### src/rtl/cmos_arbiter.sv
// Arbitrates Z80-side and AVR-side accesses onto one shared CMOS store port.
// Latency: strobe at E0, grant at E1, ack high in the cycle after E3 (3-cycle transfer, 1 idle between).
// Backpressure: one pending request per side; strobes arriving while that side is pending are dropped.
module cmos_arbiter #(
   parameter bit Z_FIXED_PRIO = 1'b0
) (
   input  logic       zclk,
   input  logic       rst_n,
   input  logic       z_stb,
   input  logic [7:0] z_addr,
   input  logic       z_rnw,
   input  logic [7:0] z_wdata,
   output logic       z_ack,
   output logic [7:0] z_rdata,
   input  logic       a_stb,
   input  logic [7:0] a_addr,
   input  logic       a_rnw,
   input  logic [7:0] a_wdata,
   output logic       a_ack,
   output logic [7:0] a_rdata,
   output logic       cmos_req,
   output logic [7:0] cmos_addr,
   output logic       cmos_rnw,
   output logic [7:0] cmos_write,
   input  logic [7:0] cmos_read,
   output logic       busy
);

   typedef enum logic [1:0] {IDLE = 2'd0, ISSUE = 2'd1, HOLD = 2'd2} state_t;

   state_t     state;
   logic       last_avr;   // 1 = AVR side holds (or last held) the grant
   logic       z_pend, a_pend;
   logic [7:0] z_addr_q, z_wdata_q, a_addr_q, a_wdata_q;
   logic       z_rnw_q, a_rnw_q;
   logic       z_clr, a_clr, gnt_avr;

   // last_avr only moves on a grant, so during HOLD it names the side being served
   assign z_clr = (state == HOLD) && !last_avr;
   assign a_clr = (state == HOLD) &&  last_avr;

   // AVR wins if it is the only requester, or on a round-robin tie when Z80 went last
   assign gnt_avr = a_pend && (!z_pend || (!Z_FIXED_PRIO && !last_avr));

   // Z80 pending bit and request capture; a new strobe on the clearing edge wins
   always_ff @(posedge zclk or negedge rst_n) begin
      if (!rst_n) begin
         z_pend    <= 1'b0;
         z_addr_q  <= 8'h00;
         z_rnw_q   <= 1'b1;
         z_wdata_q <= 8'h00;
      end else if (z_stb && (!z_pend || z_clr)) begin
         z_pend    <= 1'b1;
         z_addr_q  <= z_addr;
         z_rnw_q   <= z_rnw;
         z_wdata_q <= z_wdata;
      end else if (z_clr) begin
         z_pend    <= 1'b0;
      end
   end

   // AVR pending bit and request capture; a new strobe on the clearing edge wins
   always_ff @(posedge zclk or negedge rst_n) begin
      if (!rst_n) begin
         a_pend    <= 1'b0;
         a_addr_q  <= 8'h00;
         a_rnw_q   <= 1'b1;
         a_wdata_q <= 8'h00;
      end else if (a_stb && (!a_pend || a_clr)) begin
         a_pend    <= 1'b1;
         a_addr_q  <= a_addr;
         a_rnw_q   <= a_rnw;
         a_wdata_q <= a_wdata;
      end else if (a_clr) begin
         a_pend    <= 1'b0;
      end
   end

   // Transfer FSM: grant and drive the store, wait for its registered read, then ack the owner
   always_ff @(posedge zclk or negedge rst_n) begin
      if (!rst_n) begin
         state      <= IDLE;
         busy       <= 1'b0;
         cmos_req   <= 1'b0;
         cmos_addr  <= 8'h00;
         cmos_rnw   <= 1'b1;
         cmos_write <= 8'h00;
         last_avr   <= 1'b1;
         z_ack      <= 1'b0;
         a_ack      <= 1'b0;
         z_rdata    <= 8'h00;
         a_rdata    <= 8'h00;
      end else begin
         z_ack <= 1'b0;
         a_ack <= 1'b0;
         case (state)
            IDLE: begin
               if (z_pend || a_pend) begin
                  state      <= ISSUE;
                  busy       <= 1'b1;
                  cmos_req   <= 1'b1;
                  last_avr   <= gnt_avr;
                  cmos_addr  <= gnt_avr ? a_addr_q  : z_addr_q;
                  cmos_rnw   <= gnt_avr ? a_rnw_q   : z_rnw_q;
                  cmos_write <= gnt_avr ? a_wdata_q : z_wdata_q;
               end
            end
            ISSUE: begin
               state    <= HOLD;
               cmos_req <= 1'b0;
            end
            HOLD: begin
               state <= IDLE;
               busy  <= 1'b0;
               if (last_avr) begin
                  a_rdata <= cmos_read;
                  a_ack   <= 1'b1;
               end else begin
                  z_rdata <= cmos_read;
                  z_ack   <= 1'b1;
               end
            end
            default: begin
               state    <= IDLE;
               busy     <= 1'b0;
               cmos_req <= 1'b0;
            end
         endcase
      end
   end

endmodule

### config.mk
export PLATFORM = sky130hd
export DESIGN_NAME = cmos_arbiter
export DESIGN_NICKNAME = d
export VERILOG_FILES = /design/src/rtl/cmos_arbiter.sv
export SDC_FILE = /design/constraint.sdc
export NUM_CORES = 1
export LEC_CHECK = 0
export CORE_ASPECT_RATIO = 0.7
export CORE_UTILIZATION = 50
export DETAILED_ROUTE_END_ITERATION = 16
export GPL_ROUTABILITY_DRIVEN = 0
export GPL_TIMING_DRIVEN = 0
export PLACE_DENSITY = 0.94
export REMOVE_ABC_BUFFERS = 1
export SLEW_MARGIN = 20
export SYNTH_ARGS = -nofsm -noshare
export SYNTH_HDL_FRONTEND = slang
export SYNTH_SLANG_ARGS = --single-unit
### constraint.sdc
create_clock -name zclk -period 3.6 [get_ports zclk]
set_clock_uncertainty 0.1 [all_clocks]
set_input_delay 0.36 -clock zclk [delete_from_list [all_inputs] [get_ports zclk]]
set_output_delay 0.36 -clock zclk [all_outputs]
set_load 0.05 [all_outputs]
==> results.json <==
{
  "worst_slack_ns": 1.359,
  "fin_crit_ns": 2.241,
  "synth_edf_count": 0,
  "cp.arrival_ns": 2.37,
  "grt_use_met2": 0.3856,
  "place_ws_ns": 1.366,
  "synth_cells": 186,
  "hpwl_mm": 4.594,
  "met3_usage": 0.07222,
  "ff2ff_path_depth": 3,
  "routed_wl_mm": 6.500,
  "fin_total_pwr_mw": 4.569,
  "r2r-end": "a_wdata_q[4]",
  "htree_levels": 3,
  "rsz0062_at_grt": "false",
  "holdCritPathClass": "in2async",
  "seq_area_frac_synth": 0.6163,
  "antenna_found_initial": 0,
  "core.rowCount": 23,
  "period_share": 0.6225,
  "worstPathRequired_ns": 3.72,
  "final_antenna_net_count": 0,
  "rrSetupSlack_ns": 1.36,
  "fmax_mhz": 446.2,
  "clk_latency_ns": 0.34,
  "final_util": 0.7218,
  "wl_per_cell_um": 18.31,
  "overflow": 0,
  "viasPerCell": 5.118,
  "grt_pass1_vias": 1962,
  "syn_to_final_growth_pct": 36.27,
  "grt_max_degree": 52,
  "core_um2": 5842,
  "power_density_nw_per_um2": 1084,
  "peakVddDrop_v": 0.0004859,
  "place_area_um2": 3993,
  "first_iter_violations": 79,
  "die_w_um": 96.03,
  "finalNonFillerCells": 355,
  "drive_gt1_frac": 0.3286,
  "die_h_um": 67.82,
  "top_usage_layer": "met2",
  "fin_nets": 321,
  "tightest_slew_ns": 0.9565,
  "multi_input_area_um2": 1116,
  "status": "finished, final reports clean",
  "cts-root-buf": "clkbuf_8",
  "postSynthAreaPerCell_um2": 16.64,
  "syn-cell-area_um2": 3094,
  "placedCellCount": 338,
  "initial_core_util": 0.5297,
  "cts_tree": "built",
  "fillers": 389,
  "drv_slew": 0,
  "cp-end-kind": "flip-flop",
  "cts_num_sinks": 76,
  "hold-worst-slack_ns": 0.3575,
  "grt_pass1_wl_mm": 10.04,
  "start_kind": "flip-flop",
  "grt_util_met1": 0.2476,
  "worstSetupPathType": "reg2reg",
  "synth_warnings": 0,
  "cts_made_buffers": 9,
  "synthDistinctLibCells": 23,
  "r2r_start": "last_avr",
  "cts_setup_buffers": 0,
  "drt_drc_violations_left": 0,
  "clkSlewWorstSetupHoldPaths_ns": 0.08,
  "area.sequential_um2": 1907,
  "dr.pass1.iters": 4,
  "critPathMaxFanout": 17,
  "timing.slew.headroom": 0.3596,
  "cts_max_path_buffers": 2,
  "ys_seq_elements": 76,
  "cap_viol_max_count": 0,
  "io_buffers": 82,
  "final_area_um2": 4217,
  "leakage_nw": 1.819,
  "synth-main-ff-cell": "dfrtp_1",
  "hold_viol": 0,
  "timing.setup.tns_ns": 0,
  "vias": 1817,
  "antenna_cells": 0,
  "finalSetupViolations": 0,
  "die-area_um2": 6512,
  "ios": 83,
  "grtUsageTotal": 0.2174,
  "async_flop_share": 1.000
}
kinds of logic after synthesis:
| family | share of synthesized area |
|---|---|
| mux | 0.3178 |
| flops | 0.6163 |
| compound gates | 0.03073 |
| simple gates | 0.01092 |
| buf+inv | 0.02426 |
layout make-up:
type	instances	share of cell area
clock inverter	6	0.02047
tap	75	0.02226
clock buffer	10	0.03027
timing repair buffer	85	0.2056
multi-input combinational	98	0.2647
inverter	5	0.004451
sequential	76	0.4522
placed cells by master (no fill, tap or decap):
master           instances
a21boi_4                 2
a21o_1                   1
a21oi_1                  1
a31oi_1                  1
buf_16                   1
buf_4                    1
buf_6                    1
bufinv_16                2
clkbuf_1                 1
clkbuf_8                 9
clkdlybuf4s50_1         81
clkinv_2                 2
clkinvlp_4               1
dfrtp_1                 72
dfstp_2                  4
dlygate4sd3_1            1
inv_1                    5
inv_6                    1
mux2_1                  20
mux2_2                  54
mux2_4                  10
nand3b_2                 1
nor2_1                   1
nor2b_1                  1
nor3b_2                  1
o21ai_0                  2
o21ai_2                  1
o21ai_4                  1
o21bai_1                 1
metal layers:
layer | wire length (um) | share of wire | up-vias
met2 | 3430 | 0.53 | 49
met1 | 2696 | 0.41 | 929
met5 | 0 | 0 | -
met3 | 296 | 0.046 | 7
li1 | - | - | 832
met4 | 76 | 0.012 | 0
what timing repair did:
action	CTS	global route
hold buffers	1	0
hold endpoints to repair	25	0
gates resized for setup	0	0
critical path, stage by stage (launching register included):
cell,delay [ns]
dfstp_2,0.62
nand3b_2,0.31
a21boi_4,0.68
mux2_2,0.42
registers in the layout, summed over array words and instances, names as in the netlist:
signal      count
a_wdata_q       8
a_addr_q        8
a_rdata         8
cmos_addr       8
z_pend          1
cmos_rnw        1
a_rnw_q         1
cmos_req        1
z_rdata         8
last_avr        1
z_addr_q        8
z_rnw_q         1
z_ack           1
busy            1
a_pend          1
z_wdata_q       8
a_ack           1
cmos_write      8
state           2
where the power goes:
group / internal (mW) / switching (mW) / total [mW]
sequential: 1.31 / 0.244 / 1.55
clock: 0.391 / 0.307 / 0.698
combinational: 1.07 / 1.25 / 2.32
Yosys cell counts, drive strengths merged, types with 2 or more instances:
cell type,number,area (um2)
mux2,84,983.4
dfrtp,72,1802
buf,6,52.55
inv,5,18.77
dfstp,4,105.1
o21ai,4,31.28
a21boi,2,37.54
worst max-delay path by stage:
stage	from	to	slack [ns]	cells after the start
after floorplan	a_pend	cmos_addr[0]	1.15	2
after global placement	rst_n	z_wdata_q[0]	-0.48	1
after detailed placement	last_avr	a_wdata_q[4]	1.37	3
after CTS	last_avr	a_wdata_q[4]	1.35	3
after global routing	state[1]	z_addr_q[0]	1.24	3
final	last_avr	a_wdata_q[4]	1.36	3
Note: power is estimated with default switching activity, not from simulation.
==> patch 1: new RTL, same settings <==
The 3 states of `state_t` get a one-hot encoding in 3 bits.
--- a/src/rtl/cmos_arbiter.sv
+++ b/src/rtl/cmos_arbiter.sv
@@ -26,7 +26,7 @@
    output logic       busy
 );
 
-   typedef enum logic [1:0] {IDLE = 2'd0, ISSUE = 2'd1, HOLD = 2'd2} state_t;
+   typedef enum logic [2:0] {IDLE = 3'b001, ISSUE = 3'b010, HOLD = 3'b100} state_t;
 
    state_t     state;
    logic       last_avr;   // 1 = AVR side holds (or last held) the grant
Check against the original RTL: same outputs for any inputs over 10 cycles, from zero or initial values and one cycle with rst_n low; not proved beyond that.
==> patch 1 against the original RTL <==
- critical path depth did not move
- total power fell by 8.6%
- clock power fell by 20%
- largest cell class unchanged
- hold slack improved by 0.035 ns
- cell area fell by 0.65%
- synthesized area fell by 0.28%
- routed wire length fell by 5.9%
- sequential share of layout area rose by 0.92 points
- combinational power fell by 9.9%
- highest routed layer unchanged
- setup slack got worse by 0.074 ns
- sequential cell count rose by 1
- largest power group unchanged
==> patch 1: results (changes against the original RTL) <==
Run status
  • Outcome: complete, no violations

Setup path
  • Critical path data arrival time: 2.43 ns (+0.06 ns)
  • Family with the most delay on the worst path: simple AND/OR/NAND/NOR gates
  • Critical path startpoint: state[2]$_DFFE_PN0N_
  • Slowest cell on the critical path: nor4b_4
  • Worst R2R Path Depth: 3 (unchanged)
  • CP Max Fanout: 17 (unchanged)
  • Crit-path max cell delay: 0.69 ns

Detailed routing
  • DR WL met2: 3010 µm (-12%)
  • Total wire length: 6110 µm (-5.9%)
  • Drt first-iter violations: 24 (-70%)
  • Metal-1 WL: 2750 µm (+1.9%)
  • Met3 WL: 293 µm (-1.0%)
  • Via count: 1826 (+0.50%)
  • 1st-pass router iterations: 3 (-1)
  • Top Metal Used: met4

Hold path
  • Hold path startpoint: z_addr_q[7]$_DFFE_PN0P_
  • Hold Crit Class: reg -> reg
  • Worst hold path cell count: 1

Clocking
  • Later-pin clock latency in the skew report: 0.34 ns (about the same)
  • Clock tree buffer depth: 2 (unchanged)
  • Total CTS buffers: 9 (unchanged)
  • Resize count post-CTS: 0 (unchanged)
  • CTS H-tree lvls: 3 (unchanged)
  • CTS root buf: clkbuf_8
  • Clock slew at reported path FFs: 0.07 ns

Yosys
  • Syn_area_per_cell: 16.4 µm² (-1.3%)
  • Main flop type after synthesis: dfrtp_1
  • Synth unique cells: 20 (-13%)
  • Commonest cells post-synth: dfrtp_1 (72), mux2_2 (65), mux2_1 (20), buf_2 (5), dfstp_2 (5)
  • Largest cells by area after synthesis: dfrtp_1 (58%), mux2_2 (24%), mux2_1 (7.3%), dfstp_2 (4.3%), buf_2 (0.81%)
  • Async SR Flop Fraction: 1.00 (unchanged)
  • Total of warnings raised by yosys: 0 (unchanged)
  • Seq/Total Area, Yosys: 0.627 (+0.0103)

Placement
  • Port bufs: 82 (unchanged)
  • Cell Area, Placed: 4010 µm² (+0.31%)
  • HPWL Detailed: 4240 µm (-7.6%)
  • DP Cell Count: 340 (+0.59%)
  • Pre-CTS setup slack: 1.29 ns (-0.0709 ns)

GRT
  • Largest net degree at the start of global routing: 40 (-23%)
  • Initial antenna violation count: 0 (unchanged)
  • First-pass GRT wire length: 9700 µm (-3.4%)
  • Vias in the first global route: 1964 (+0.10%)
  • Total track usage: 0.207 (-0.0103)

Power and ir drop
  • Switch Pwr: 1.68 mW (-6.9%)
  • Max IR drop VDD: 0.583 mV (+20%)
  • Cell leakage power: 1.75 nW (-3.9%)

Layout
  • Final net count: 323 (+0.62%)
  • Fillers: 397 (+2.1%)
  • Layout cells sized above 1: 0.333 (+0.00476)
  • Final std cells w/o fill: 357 (+0.56%)
  • Ant. Diodes: 0 (unchanged)

STA
  • Worst-margin pin slew: 1.05 ns (+0.0971 ns)
## patch 1: cell count changes after synthesis, moves of 3 or more
| cell | unedited run | this run |
|---|---|---|
| mux2_2 | 54 | 65 |
| mux2_4 | 10 | 0 |
| o21ai_0 | 3 | 0 |
| buf_2 | 2 | 5 |
| inv_1 | 5 | 2 |
## patch 1: worst paths after layout
path / endpoint / slack (ns)
min: z_addr_q[7]$_DFFE_PN0P_ / 0.39
min in group asynchronous: z_rdata[7]$_DFFE_PN0P_ / 0.42
max reg2reg: z_addr_q[7]$_DFFE_PN0P_ / 1.29
max in group asynchronous: a_rnw_q$_DFFE_PN1P_ / 2.34
min reg2reg: z_addr_q[7]$_DFFE_PN0P_ / 0.39
max: z_addr_q[7]$_DFFE_PN0P_ / 1.29
## patch 1: cell type report
class | count | area, µm² | share of cell area
Timing Repair Buffer | 85 | 863 | 0.206
Clock buffer | 9 | 124 | 0.0296
Multi-Input combinational cell | 102 | 1120 | 0.269
Inverter | 2 | 7.51 | 0.00179
Sequential cell | 77 | 1930 | 0.461
Tap cell | 75 | 93.8 | 0.0224
Clock inverter | 7 | 42.5 | 0.0102
## patch 1: metal layers
metal / vias up / global-route usage
met5: - / 0
met3: 5 / 0.0631
met4: 0 / 0.0616
met1: 929 / 0.258
li1: 846 / -
met2: 46 / 0.351
## patch 1: cells by family (layout without fill, tap and decap cells)
family,count (synthesis),count (layout),synth area share
xor gates and xnor gates,1,1,0.00284
buffers and inverters,9,103,0.0166
DFF,77,77,0.627
AOI/OAI and AO/OA,9,9,0.0272
muxes,85,85,0.310
and+or+nand+nor,7,7,0.0166
## patch 1: repair_timing
item,4_1_cts,5_1_grt
hold buffers,1,0
setup buffers,0,0
endpoints found under the hold margin,36,0
endpoints found under the setup margin,0,0
## patch 1: worst reg2reg max path, delay by kind of cell, from the launching register on
family	cells	cell delay, ns
AOI/OAI and AO/OA	1	0.47
DFF	1	0.49
muxes	1	0.45
and+or+nand+nor	1	0.69
## patch 1: metrics by stage
stage	util	hold slack, ns
floorplan	-	-0.0356
finish	0.717	0.393
CTS	0.716	0.398
detailed placement	0.686	0.262
global placement	0.677	0.370
global route	0.717	0.405
## patch 1: power groups by stage
stage               clock, mW  sequential [mW]  combinational (mW)
floorplan                   0             2.21               0.734
global placement            0             1.51                2.03
detailed placement          0             1.54                2.11
CTS                     0.570             1.53                2.12
global route            0.607             1.58                2.21
finish                  0.557             1.52                2.09
==> patch 2: new RTL, same flow settings <==
Without the edit above. The parameter `Z_FIXED_PRIO` goes from 1'b0 to 1'b1.
--- a/src/rtl/cmos_arbiter.sv
+++ b/src/rtl/cmos_arbiter.sv
@@ -2,7 +2,7 @@
 // Latency: strobe at E0, grant at E1, ack high in the cycle after E3 (3-cycle transfer, 1 idle between).
 // Backpressure: one pending request per side; strobes arriving while that side is pending are dropped.
 module cmos_arbiter #(
-   parameter bit Z_FIXED_PRIO = 1'b0
+   parameter bit Z_FIXED_PRIO = 1'b1
 ) (
    input  logic       zclk,
    input  logic       rst_n,
Function: changed (Yosys sat finds a counterexample within 10 cycles, from zero or initial values and one cycle with rst_n low).
==> patch 2 against the original RTL <==
- combinational power decreased by 2%
- sequential share of layout area decreased by 0.29 points
- sequential cell count unchanged
- register-to-register slack improved by 0.21 ns
- setup slack improved by 0.11 ns
- clock power decreased by 0.9%
- routed wire length decreased by 7.4%
- cell count decreased by 0.28%
- cell area increased by 0.65%
- total power decreased by 1.0%
- synthesized area increased by 2.1%
==> patch 2: results (changes against the original RTL) <==
Yosys
  • Syn_area_per_cell: 17.0 µm² (+2.1%)
  • Main flop type after synthesis: dfrtp_1
  • Largest cells by area after synthesis: dfrtp_1 (57%), mux2_2 (22%), mux2_4 (9.5%), dfstp_2 (3.3%), buf_6 (1.4%)
  • Seq/Total Area, Yosys: 0.603 (-0.0129)
  • Commonest cells post-synth: dfrtp_1 (72), mux2_2 (63), mux2_4 (20)
  • Synth unique cells: 21 (-8.7%)
  • Async SR Flop Fraction: 1.00 (unchanged)
  • Total of warnings raised by yosys: 0 (unchanged)

Clocking
  • CTS hold repair buffers: 1 (unchanged)
  • Clock slew at reported path FFs: around 0.09 ns
  • Total CTS buffers: 9 (unchanged)
  • CTS root buf: clkbuf_8
  • Clock tree buffer depth: 2 (unchanged)
  • Resize count post-CTS: 0 (unchanged)
  • Post CTS Setup Buffer Count: 0 (unchanged)
  • Later-pin clock latency in the skew report: 0.35 ns
  • CTS H-tree lvls: 3 (unchanged)

Setup path
  • CP Max Fanout: 2 (-15)
  • Crit-path max cell delay: 0.79 ns (+0.11 ns)
  • Family with the most delay on the worst path: buffers and inverters
  • Slowest cell on the critical path: clkdlybuf4s50_1
  • Critical path data arrival time: 1.67 ns (-0.70 ns)

Detailed routing
  • Total wire length: 6020 µm (-7.4%)
  • Avg Vias per Cell: 5.08 (-0.71%)
  • Drt wl/cell: 17.0 µm (-7.1%)
  • 1st-pass router iterations: 4 (unchanged)
  • Drt first-iter violations: 30 (-62%)

STA
  • Worst-margin pin slew: 0.680 ns (-0.276 ns)

Placement
  • Port bufs: 82 (unchanged)
  • Pre-CTS setup slack: 1.51 ns (+0.140 ns)
  • Cell Area, Placed: 4030 µm² (+0.81%)
  • DP Cell Count: 337 (-0.30%)
  • HPWL Detailed: 4200 µm (-8.5%)

GRT
  • Vias in the first global route: 1884 (-4.0%)
  • First-pass GRT wire length: 9670 µm (-3.6%)
  • Total track usage: 0.197 (-0.0203)
  • Gr ovfl total: 0 (unchanged)
  • Largest net degree at the start of global routing: 62 (+19%)
  • Initial antenna violation count: 0 (unchanged)

Power and ir drop
  • Max IR drop VDD: 0.614 mV (+26%)
  • Cell leakage power: 1.83 nW (+0.79%)

Layout
  • Final net count: 320 (-0.31%)
  • Layout cells sized above 1: 0.394 (+0.0657)
  • Ant. Diodes: 0 (unchanged)

Hold path
  • Hold Crit Class: in -> async

Run status
  • Outcome: complete, no violations
patch 2: changes by cell type after synthesis, moves of 3 or more:
cell,change
buf_6,+3
mux2_1,-19
mux2_2,+9
mux2_4,+10
patch 2: cells by family after synthesis:
family	share of synthesized area
flops	0.603
buf+inv	0.0297
mux	0.323
compound gates	0.0242
simple gates	0.0198
patch 2: where the power goes:
part / leakage [nW] / switching (mW) / internal, mW / total, mW
combinational: 0.843 / 1.20 / 1.07 / 2.27
sequential: 0.887 / 0.247 / 1.31 / 1.55
clock: 0.103 / 0.303 / 0.389 / 0.692
total: 1.83 / 1.75 / 2.77 / 4.52
patch 2: metal layers:
layer,vias up,share of wire,track usage
met5,-,0,0
met2,49,0.50,0.339
li1,837,-,-
met1,905,0.43,0.236
met4,0,0.013,0.0746
met3,8,0.053,0.0675
patch 2: worst paths after layout:
check / end / depth (start not counted) / from / slack, ns
setup / recovery: cmos_rnw / 1 / cmos_rnw$_DFFE_PN1P_ / 1.47
hold / removal: busy$_DFFE_PN0P_ / 2 / rst_n / 0.31
setup reg to reg: a_addr_q[6]$_DFFE_PN0P_ / 3 / last_avr$_DFFE_PN1P_ / 1.57
hold reg to reg: z_rdata[0]$_DFFE_PN0P_ / 1 / z_rdata[0]$_DFFE_PN0P_ / 0.41
max in group asynchronous: a_rnw_q$_DFFE_PN1P_ / 3 / rst_n / 2.47
min in group zclk: z_rdata[0]$_DFFE_PN0P_ / 1 / z_rdata[0]$_DFFE_PN0P_ / 0.41
patch 2: area by class of cell:
class / instances / area [µm²]
fill: 392 / 1660
inverter: 5 / 18.8
clock inverter: 5 / 77.6
sequential: 76 / 1910
clock buffer: 11 / 131
multi-input combinational: 98 / 1160
timing repair buffer: 84 / 856
tap: 75 / 93.8
